File: config.mk
export PLATFORM = sky130hd
export DESIGN_NAME = fir4avg_sum_decoder_flat
export DESIGN_NICKNAME = d
export VERILOG_FILES = /design/src/rtl/fir4_pkg.sv /design/src/rtl/fir4avg_sum_decoder_if.sv /design/src/rtl/fir4dec_hist.sv /design/src/rtl/fir4avg_sum_decoder.sv /design/src/flat_wrapper.sv
export SDC_FILE = /design/constraint.sdc
export NUM_CORES = 1
export LEC_CHECK = 0
export ABC_AREA = 1
export CORE_MARGIN = 5
export CORE_UTILIZATION = 25
export DETAILED_ROUTE_END_ITERATION = 10
export PLACE_DENSITY = 0.46
export SETUP_SLACK_MARGIN = 0.15
export SLEW_MARGIN = 5
export SYNTH_ARGS = -nofsm -noshare
export SYNTH_HDL_FRONTEND = slang
export SYNTH_SLANG_ARGS = --single-unit
File: constraint.sdc
create_clock -name clk -period 4.6 [get_ports clk]
set_input_delay 0.92 -clock clk [delete_from_list [all_inputs] [get_ports clk]]
set_output_delay 0.92 -clock clk [all_outputs]
set_load 0.1 [all_outputs]
File: src/rtl/fir4_pkg.sv
// ---------------------------------------------------------------------------
// fir4_pkg
// Shared widths and types for the 4-tap averaging FIR sum decoder.
//   W_DEF    : default sample width
//   SUM_W    : width of the running 4-sample sum (W_DEF+2)
//   sample_t : one recovered sample
//   sum_t    : one 4-tap sum sample
// ---------------------------------------------------------------------------
package fir4_pkg;

  localparam int W_DEF = 16;
  localparam int SUM_W = W_DEF + 2;

  typedef logic [W_DEF-1:0] sample_t;
  typedef logic [W_DEF+1:0] sum_t;

endpackage

File: src/rtl/fir4avg_sum_decoder_if.sv
// ---------------------------------------------------------------------------
// fir4avg_sum_decoder_if
// Valid/ready stream bundle for the FIR sum decoder.
//   s_in / in_valid / in_ready    : sum stream into the decoder
//   x_out / out_valid / out_ready : recovered sample stream out of the decoder
// Modports:
//   slave  : the decoder (consumes sums, produces samples)
//   master : the environment (produces sums, consumes samples)
// ---------------------------------------------------------------------------
interface fir4avg_sum_decoder_if #(
  parameter int W = fir4_pkg::W_DEF
);

  logic [W+1:0] s_in;
  logic         in_valid;
  logic         in_ready;
  logic [W-1:0] x_out;
  logic         out_valid;
  logic         out_ready;

  modport slave (
    input  s_in,
    input  in_valid,
    output in_ready,
    output x_out,
    output out_valid,
    input  out_ready
  );

  modport master (
    output s_in,
    output in_valid,
    input  in_ready,
    input  x_out,
    input  out_valid,
    output out_ready
  );

endinterface

File: src/rtl/fir4dec_hist.sv
// ---------------------------------------------------------------------------
// fir4dec_hist
// Four-deep shift register holding the last four recovered samples.
//   clk      : rising-edge clock
//   reset    : asynchronous active-low reset, clears all stages to 0
//   shift_en : advance the history by one sample
//   d        : newest recovered sample
//   q4       : sample recovered four accepts ago (x[n-4])
// ---------------------------------------------------------------------------
module fir4dec_hist #(
  parameter int W = 16
) (
  input  logic         clk,
  input  logic         reset,
  input  logic         shift_en,
  input  logic [W-1:0] d,
  output logic [W-1:0] q4
);

  logic [W-1:0] x1;
  logic [W-1:0] x2;
  logic [W-1:0] x3;

  // History only moves on an accepted sum so it stays aligned with the
  // upstream FIR delay line; zeros after reset mirror the FIR's initial state.
  always_ff @(posedge clk or negedge reset) begin
    if (!reset) begin
      x1 <= '0;
      x2 <= '0;
      x3 <= '0;
      q4 <= '0;
    end else if (shift_en) begin
      x1 <= d;
      x2 <= x1;
      x3 <= x2;
      q4 <= x3;
    end
  end

endmodule

File: src/rtl/fir4avg_sum_decoder.sv
// ---------------------------------------------------------------------------
// fir4avg_sum_decoder
// Inverse of the 4-tap unsigned averaging FIR: recovers x[n] from the running
// sum stream using x[n] = S[n] - S[n-1] + x[n-4], with one output register.
//   clk     : rising-edge clock
//   reset   : asynchronous active-low reset
//   bus     : valid/ready sum input and sample output (slave modport)
//   err     : sticky flag, a recovered value fell outside [0, 2^W-1]
//   err_cnt : saturating count of out-of-range results (only when the macro
//             FIR4DEC_ERR_CNT_EN is defined)
// ---------------------------------------------------------------------------
module fir4avg_sum_decoder
  import fir4_pkg::*;
#(
  parameter int W = W_DEF
) (
  input  logic                    clk,
  input  logic                    reset,
  fir4avg_sum_decoder_if.slave    bus,
  output logic                    err
`ifdef FIR4DEC_ERR_CNT_EN
  ,
  output logic [7:0]              err_cnt
`endif
);

  logic [W+1:0]        s_prev;
  logic [W-1:0]        x4;
  logic [W-1:0]        x_sat;
  logic [W-1:0]        x_out_q;
  logic                out_valid_q;
  logic signed [W+3:0] d;
  logic                out_of_range;
  logic                accept;

  // The output register can take a new result when it is empty or is being
  // drained this very cycle, which gives full throughput with no bubbles.
  assign bus.in_ready  = !out_valid_q || bus.out_ready;
  assign bus.x_out     = x_out_q;
  assign bus.out_valid = out_valid_q;
  assign accept        = bus.in_valid && bus.in_ready;

  // Difference in W+4 signed bits is wide enough for the whole range of
  // S[n] - S[n-1] + x[n-4]; anything negative or above 2^W-1 means the sum
  // stream is corrupt, so clamp and flag it.
  always_comb begin
    d = $signed({2'b00, bus.s_in}) - $signed({2'b00, s_prev})
        + $signed({4'b0000, x4});
    x_sat        = d[W-1:0];
    out_of_range = 1'b0;
    if (d[W+3]) begin
      x_sat        = '0;
      out_of_range = 1'b1;
    end else if (|d[W+2:W]) begin
      x_sat        = '1;
      out_of_range = 1'b1;
    end
  end

  fir4dec_hist #(.W(W)) u_hist (
    .clk      (clk),
    .reset    (reset),
    .shift_en (accept),
    .d        (x_sat),
    .q4       (x4)
  );

  // Previous sum and output register. A new accept always overwrites the
  // output (covers the simultaneous accept+consume case); a consume alone
  // empties it.
  always_ff @(posedge clk or negedge reset) begin
    if (!reset) begin
      s_prev      <= '0;
      x_out_q     <= '0;
      out_valid_q <= 1'b0;
    end else if (accept) begin
      s_prev      <= bus.s_in;
      x_out_q     <= x_sat;
      out_valid_q <= 1'b1;
    end else if (out_valid_q && bus.out_ready) begin
      out_valid_q <= 1'b0;
    end
  end

  // Sticky error: once the stream has been seen to be inconsistent it stays
  // flagged until reset.
  always_ff @(posedge clk or negedge reset) begin
    if (!reset) begin
      err <= 1'b0;
    end else if (accept && out_of_range) begin
      err <= 1'b1;
    end
  end

`ifdef FIR4DEC_ERR_CNT_EN
  // Count out-of-range results, holding at 255 rather than wrapping.
  always_ff @(posedge clk or negedge reset) begin
    if (!reset) begin
      err_cnt <= '0;
    end else if (accept && out_of_range && (err_cnt != 8'hFF)) begin
      err_cnt <= err_cnt + 8'd1;
    end
  end
`endif

endmodule

File: src/flat_wrapper.sv
// flat-port wrapper written by rule: the top's interface ports become plain ports
module fir4avg_sum_decoder_flat import fir4_pkg::*;
#(
  parameter int W = W_DEF
)
  (clk, reset, err, bus_s_in, bus_in_valid, bus_in_ready, bus_x_out, bus_out_valid, bus_out_ready);
  fir4avg_sum_decoder_if #(.W(W)) bus_i ();
  input  logic clk;
  input  logic reset;
  output logic err;
  input wire logic [$bits(bus_i.s_in)-1:0] bus_s_in;
  input wire logic [$bits(bus_i.in_valid)-1:0] bus_in_valid;
  output wire logic [$bits(bus_i.in_ready)-1:0] bus_in_ready;
  output wire logic [$bits(bus_i.x_out)-1:0] bus_x_out;
  output wire logic [$bits(bus_i.out_valid)-1:0] bus_out_valid;
  input wire logic [$bits(bus_i.out_ready)-1:0] bus_out_ready;
  assign bus_i.s_in = bus_s_in;
  assign bus_i.in_valid = bus_in_valid;
  assign bus_in_ready = bus_i.in_ready;
  assign bus_x_out = bus_i.x_out;
  assign bus_out_valid = bus_i.out_valid;
  assign bus_i.out_ready = bus_out_ready;
  fir4avg_sum_decoder #(.W(W)) u_core (.clk(clk), .reset(reset), .bus(bus_i), .err(err));
endmodule
# Word-level counts from Yosys, hierarchy flattened
# Index checks and enable logic that the tools add are counted.
[totals]
reg_bits = 84
input_bits = 22
word_cells = 22
[op_classes]
addsub = 2
n_mux = 6
n_reduce_logical = 7
[op_table]
columns = ["operator", "n"]
rows = [
  ["16-bit two-way mux", 2],
  ["20-bit by 17-bit adder with 20-bit output", 1],
  ["18-bit by 18-bit subtractor with 19-bit output", 1],
  ["1-bit two-way mux", 4],
  ["1-bit logical AND", 3],
  ["3-bit OR reduction", 1],
  ["2-bit nonzero test", 1],
  ["1-bit logical NOT", 1],
  ["1-bit logical OR", 1],
]

# Logic depth before layout (Yosys ltp)
# Gate-level depths: netlist of the first run.
[depth]
depth_word = 6
depth_mapped = 27
depth_no_buf = 26

# By module
# From an unflattened synthesis of the first run, not the netlist that was laid out.
[unflattened]
cells_unflattened = 756
area_unflattened_um2 = 5915.7
[by_module_without_submodules]
columns = ["module", "cells_per_inst", "seq_area_each_um2", "area_each_um2", "instances"]
rows = [
  ["fir4avg_sum_decoder", 486, 900.9, 3469.6, 1],
  ["fir4dec_hist", 270, 1601.5, 2446.1, 1],
]

# Least setup slack after synthesis of the first run
# Ideal clock, no wire load.
[synth_timing]
path_type = "input to register"
startpoint = "input bus_s_in[2]"
endpoint = "register u_core.x_out_q[11], in the netlist u_core.bus.x_out[11]"
stages = 25
setup_slack_ns = 0.632
path_buffers = 1
arrival_time_ns = 3.848
path_cell_list = "ha_1 -> nand2_1 -> nand2_1 -> nand2_1 -> nand2_1 -> nand2_1 -> nand2_1 -> a21oi_1 -> o21bai_1 -> a21boi_0 -> nor2_1 -> nor2_1 -> xnor2_1 -> ha_1 -> a21oi_1 -> o21ai_0 -> a21oi_1 -> nand2_1 -> xnor2_1 -> nand3_2 -> nor2_4 -> buf_6 -> nand2_1 -> nand2_1 -> nand2_1"
[synth_via]
elab_chain_cells = 5
[synth_lines]
columns = ["element", "line", "rtl"]
rows = [
  ["start, declared", "flat_wrapper.sv:11", "input wire logic [$bits(bus_i.s_in)-1:0] bus_s_in;"],
  ["18-bit by 18-bit subtractor with 19-bit output (*)", "fir4avg_sum_decoder.sv:47", "d = $signed({2'b00, bus.s_in}) - $signed({2'b00, s_prev})"],
  ["20-bit by 17-bit adder with 20-bit output (*)", "fir4avg_sum_decoder.sv:48", "+ $signed({4'b0000, x4});"],
  ["3-bit OR reduction", "fir4avg_sum_decoder.sv:54", "end else if (|d[W+2:W]) begin"],
  ["16-bit two-way mux", "fir4avg_sum_decoder.sv:54", ""],
  ["16-bit two-way mux (*)", "fir4avg_sum_decoder.sv:51", "if (d[W+3]) begin"],
  ["end signal, assigned", "fir4avg_sum_decoder.sv:78", "x_out_q <= x_sat;"],
  ["end, declared", "fir4avg_sum_decoder.sv:30", "logic [W-1:0] x_out_q;"],
]
# Mark *: on every way between the ends. The rest lies on a longest branch, timed or not.
# A chain may end at the register's enable or synchronous reset.

# Worst setup path after layout of the first run
[layout_timing]
startpoint = "input bus_s_in[0]"
endpoint = "register u_core.x_out_q[9], in the netlist u_core.bus.x_out[9]"
# Same word-level chain as after synthesis.

==> flow_summary.ini, run 1 <==
[global_route]
gr-usage-met3_pct = 3.23
use_met2_pct = 16.2
antenna_found_initial = 0
busiest_layer = met1
grt_pass1_vias = 4057
grt_max_degree = 70
use_met1_pct = 17.4
grt_use_total_pct = 11.6
overflow = 0
grt_pass1_wl_um = 20800

[synth]
synthArstFlopShare_pct = 100
synth_ff_type = dfrtp_1
yosys_warnings = 0
yosysUniqueCellTypes = 30
ys_seq_area_share_pct = 42.3
syn-cell-area_mm2 = 0.00497
syn_nets = 704
syn_area_per_cell_um2 = 7.70
ys_ff_latch = 84
synth-edff-count = 0
synthCells = 645

[detailed_routing]
wire_per_inst_um = 12.7
drtIter0Drc = 178
first_pass_iters = 4
vias = 4176
wl_um = 12500
vias_per_cell = 4.22
drc = 0
ant_nets = 0

[pwr]
vdd_ir_drop_max_v = 0.000340
intPower_mw = 2.19
p_leak_nw = 3.15
power_mw = 3.97
p_sw_mw = 1.78
p_sw_share_pct = 44.9
p_per_area_mw_per_mm2 = 616
pwr-share-seq_pct = 27.4
combPwrFrac_pct = 53.8
clockPowerShare_pct = 18.9

[clock_tree]
htreeDepth = 3
cts_hold_buf = 0
cts_tree = built
clockRootBuffer = clkbuf_16
cts_inserted_buffers = 9
cts.clk_slew.worst_paths_ns = 0.07
clk_path_buf_depth = 2
clk_latency_ns = 0.35
clkSinkCount = 84

[placement]
gp_congestion = 0.812
dp.cells = 970
dp_hpwl_um = 8680
port_buffers = 40
placed_area_mm2 = 0.00592

[layout]
layout_common_cells = 240 x nand2_1, 84 x dfrtp_1, 64 x inv_1
syn_to_final_growth_pct = 29.7
antenna_cells = 0
final_cells = 989
fin_area_mm2 = 0.00644
multiInputGateArea_mm2 = 0.00267
final_common_cell = nand2_1
regArea_mm2 = 0.00210
fillers = 2120
final_nets = 779
drive_gt1_share_pct = 13.1

[job]
max_cap_viol_count = 0

[timing]
fin_skew_ns = 0.0100
fin_crit_sh_pct = 91.4
slew_viol_final = 0
tightest_slew_ns = 0.986
rsz0062_at_grt = false
setup_viol = 0
fin_tns_setup_ns = 0
max_freq_ghz = 0.238
report.final.hold_viol_count = 0
min_period_ns = 4.20
slew_headroom_pct = 34.1
hold_slack_ns = 0.477

[worst_setup_path]
r2r_cells = 28
r2r_start = u_core.s_prev[4]
critPathBufInv = 4
crit_type = in -> reg
crit_family = simple AND/OR/NAND/NOR gates
slowest_delay_ns = 0.41
r2r-end = u_core.bus.x_out[9]
reg2reg_slack_ns = 1.01
slowest_stage = clkdlybuf4s50_1
worstPathArrival_ns = 4.44
startpoint = bus_s_in[0]
cp-end-kind = flip-flop
crit_path_max_fanout = 8
critPathCapture = u_core.bus.x_out[9]
start_kind = input pin
cp_num_cells = 25
required_ns = 4.84
crit_top_cell = nand2_1

[die]
rows = 51
die_h_um = 151
die_w_um = 151
io-pin-count = 41
start_util_pct = 25.4
fp.dieArea_mm2 = 0.0228
coreArea_mm2 = 0.0195

[min_path]
hp-start = u_core.u_hist.x2[10]
whs_path_depth = 2
hold_path.class = reg -> reg

[status]
outcome = completed
## what timing repair did
| item | in CTS | in global routing |
|---|---|---|
| resized for setup | 0 | 33 |
| setup endpoints to repair | 0 | 17 |
| buffers inserted | 0 | 2 |
## worst min path at each step
stage                            to  slack, ns
3_5_place_dp             u_core.err       0.46
3_3_place_gp    u_core.u_hist.q4[1]       0.45
6_report       u_core.u_hist.x3[10]       0.48
2_1_floorplan   u_core.u_hist.q4[0]       0.44
4_1_cts         u_core.u_hist.q4[1]       0.48
5_1_grt         u_core.u_hist.q4[1]       0.50
## state kept, by name, indices dropped and copies added (netlist names)
signal / flops
u_core.bus.out_valid: 1
u_core.bus.x_out: 16
u_core.s_prev: 18
u_core.err: 1
u_core.u_hist.x2: 16
u_core.u_hist.x3: 16
u_core.u_hist.q4: 16
## layout make-up
| class | count | area share [%] |
|---|---|---|
| multi-input combinational | 475 | 41.5 |
| sequential | 84 | 32.6 |
| timing repair buffer | 81 | 12.0 |
| tap | 265 | 5.15 |
| inverter | 69 | 4.02 |
| clock buffer | 10 | 3.71 |
| clock inverter | 5 | 0.971 |
## cells by family after synthesis
family / count (synthesis) / synth area share [%]
buffers and inverters: 86 / 6.80
and+or+nand+nor: 305 / 24.8
DFF: 84 / 42.3
AOI/OAI and AO/OA: 104 / 11.3
adders and majority gates: 37 / 9.62
xor gates and xnor gates: 29 / 5.11
## power groups by stage
stage	Sequential (mW)	Combinational, mW	Clock (mW)
6_report	1.09	2.13	0.749
5_1_grt	1.11	2.37	0.807
4_1_cts	1.09	2.03	0.782
3_5_place_dp	1.10	2.01	0
3_3_place_gp	1.10	2.02	0
2_1_floorplan	1.47	1.02	0
## through the flow
| step | worst slack, ns | utilization (%) |
|---|---|---|
| final | 0.397 | 33.0 |
| after global placement | -0.131 | 30.3 |
| after CTS | 0.218 | 31.9 |
| after global routing | 0.149 | 33.0 |
| after detailed placement | -0.153 | 30.3 |
| after floorplan | 0.632 | - |
## Yosys cell counts, drive strengths merged (2+ instances only)
cell type,n,area (µm²)
xnor2,20,175
nand3,19,105
nor3,3,20.0
o21bai,4,30.0
o21ai,59,295
ha,35,438
a31oi,4,25.0
fa,2,40.0
inv,69,259
clkbuf,12,45.0
nand4,6,37.5
dfrtp,84,2100
buf,5,33.8
nor2,26,105
a21oi,32,171
a21boi,2,15.0
nand2,249,947
xor2,9,78.8
## worst min-delay path: stages (launching register included)
cell,delay (ns)
dfrtp_1,0.34
nand2_1,0.05
o21ai_0,0.06
## metal layers
| metal | up-vias | wire [µm] |
|---|---|---|
| met5 | - | 0 |
| met4 | 0 | 44 |
| met3 | 2 | 531 |
| met2 | 53 | 5180 |
| met1 | 1927 | 6760 |
| li1 | 2194 | - |
No activity file was read; power rests on OpenSTA's default activity.
==> inputs of run 2 (changes only) <==
--- a/config.mk
+++ b/config.mk
@@ -9,6 +9,7 @@
 export CORE_MARGIN = 5
 export CORE_UTILIZATION = 25
 export DETAILED_ROUTE_END_ITERATION = 10
+export GPL_ROUTABILITY_DRIVEN = 0
 export PLACE_DENSITY = 0.46
 export SETUP_SLACK_MARGIN = 0.15
 export SLEW_MARGIN = 5
==> results of run 2 <==
Final layout, timing and power as in run 1 (identical DEF).
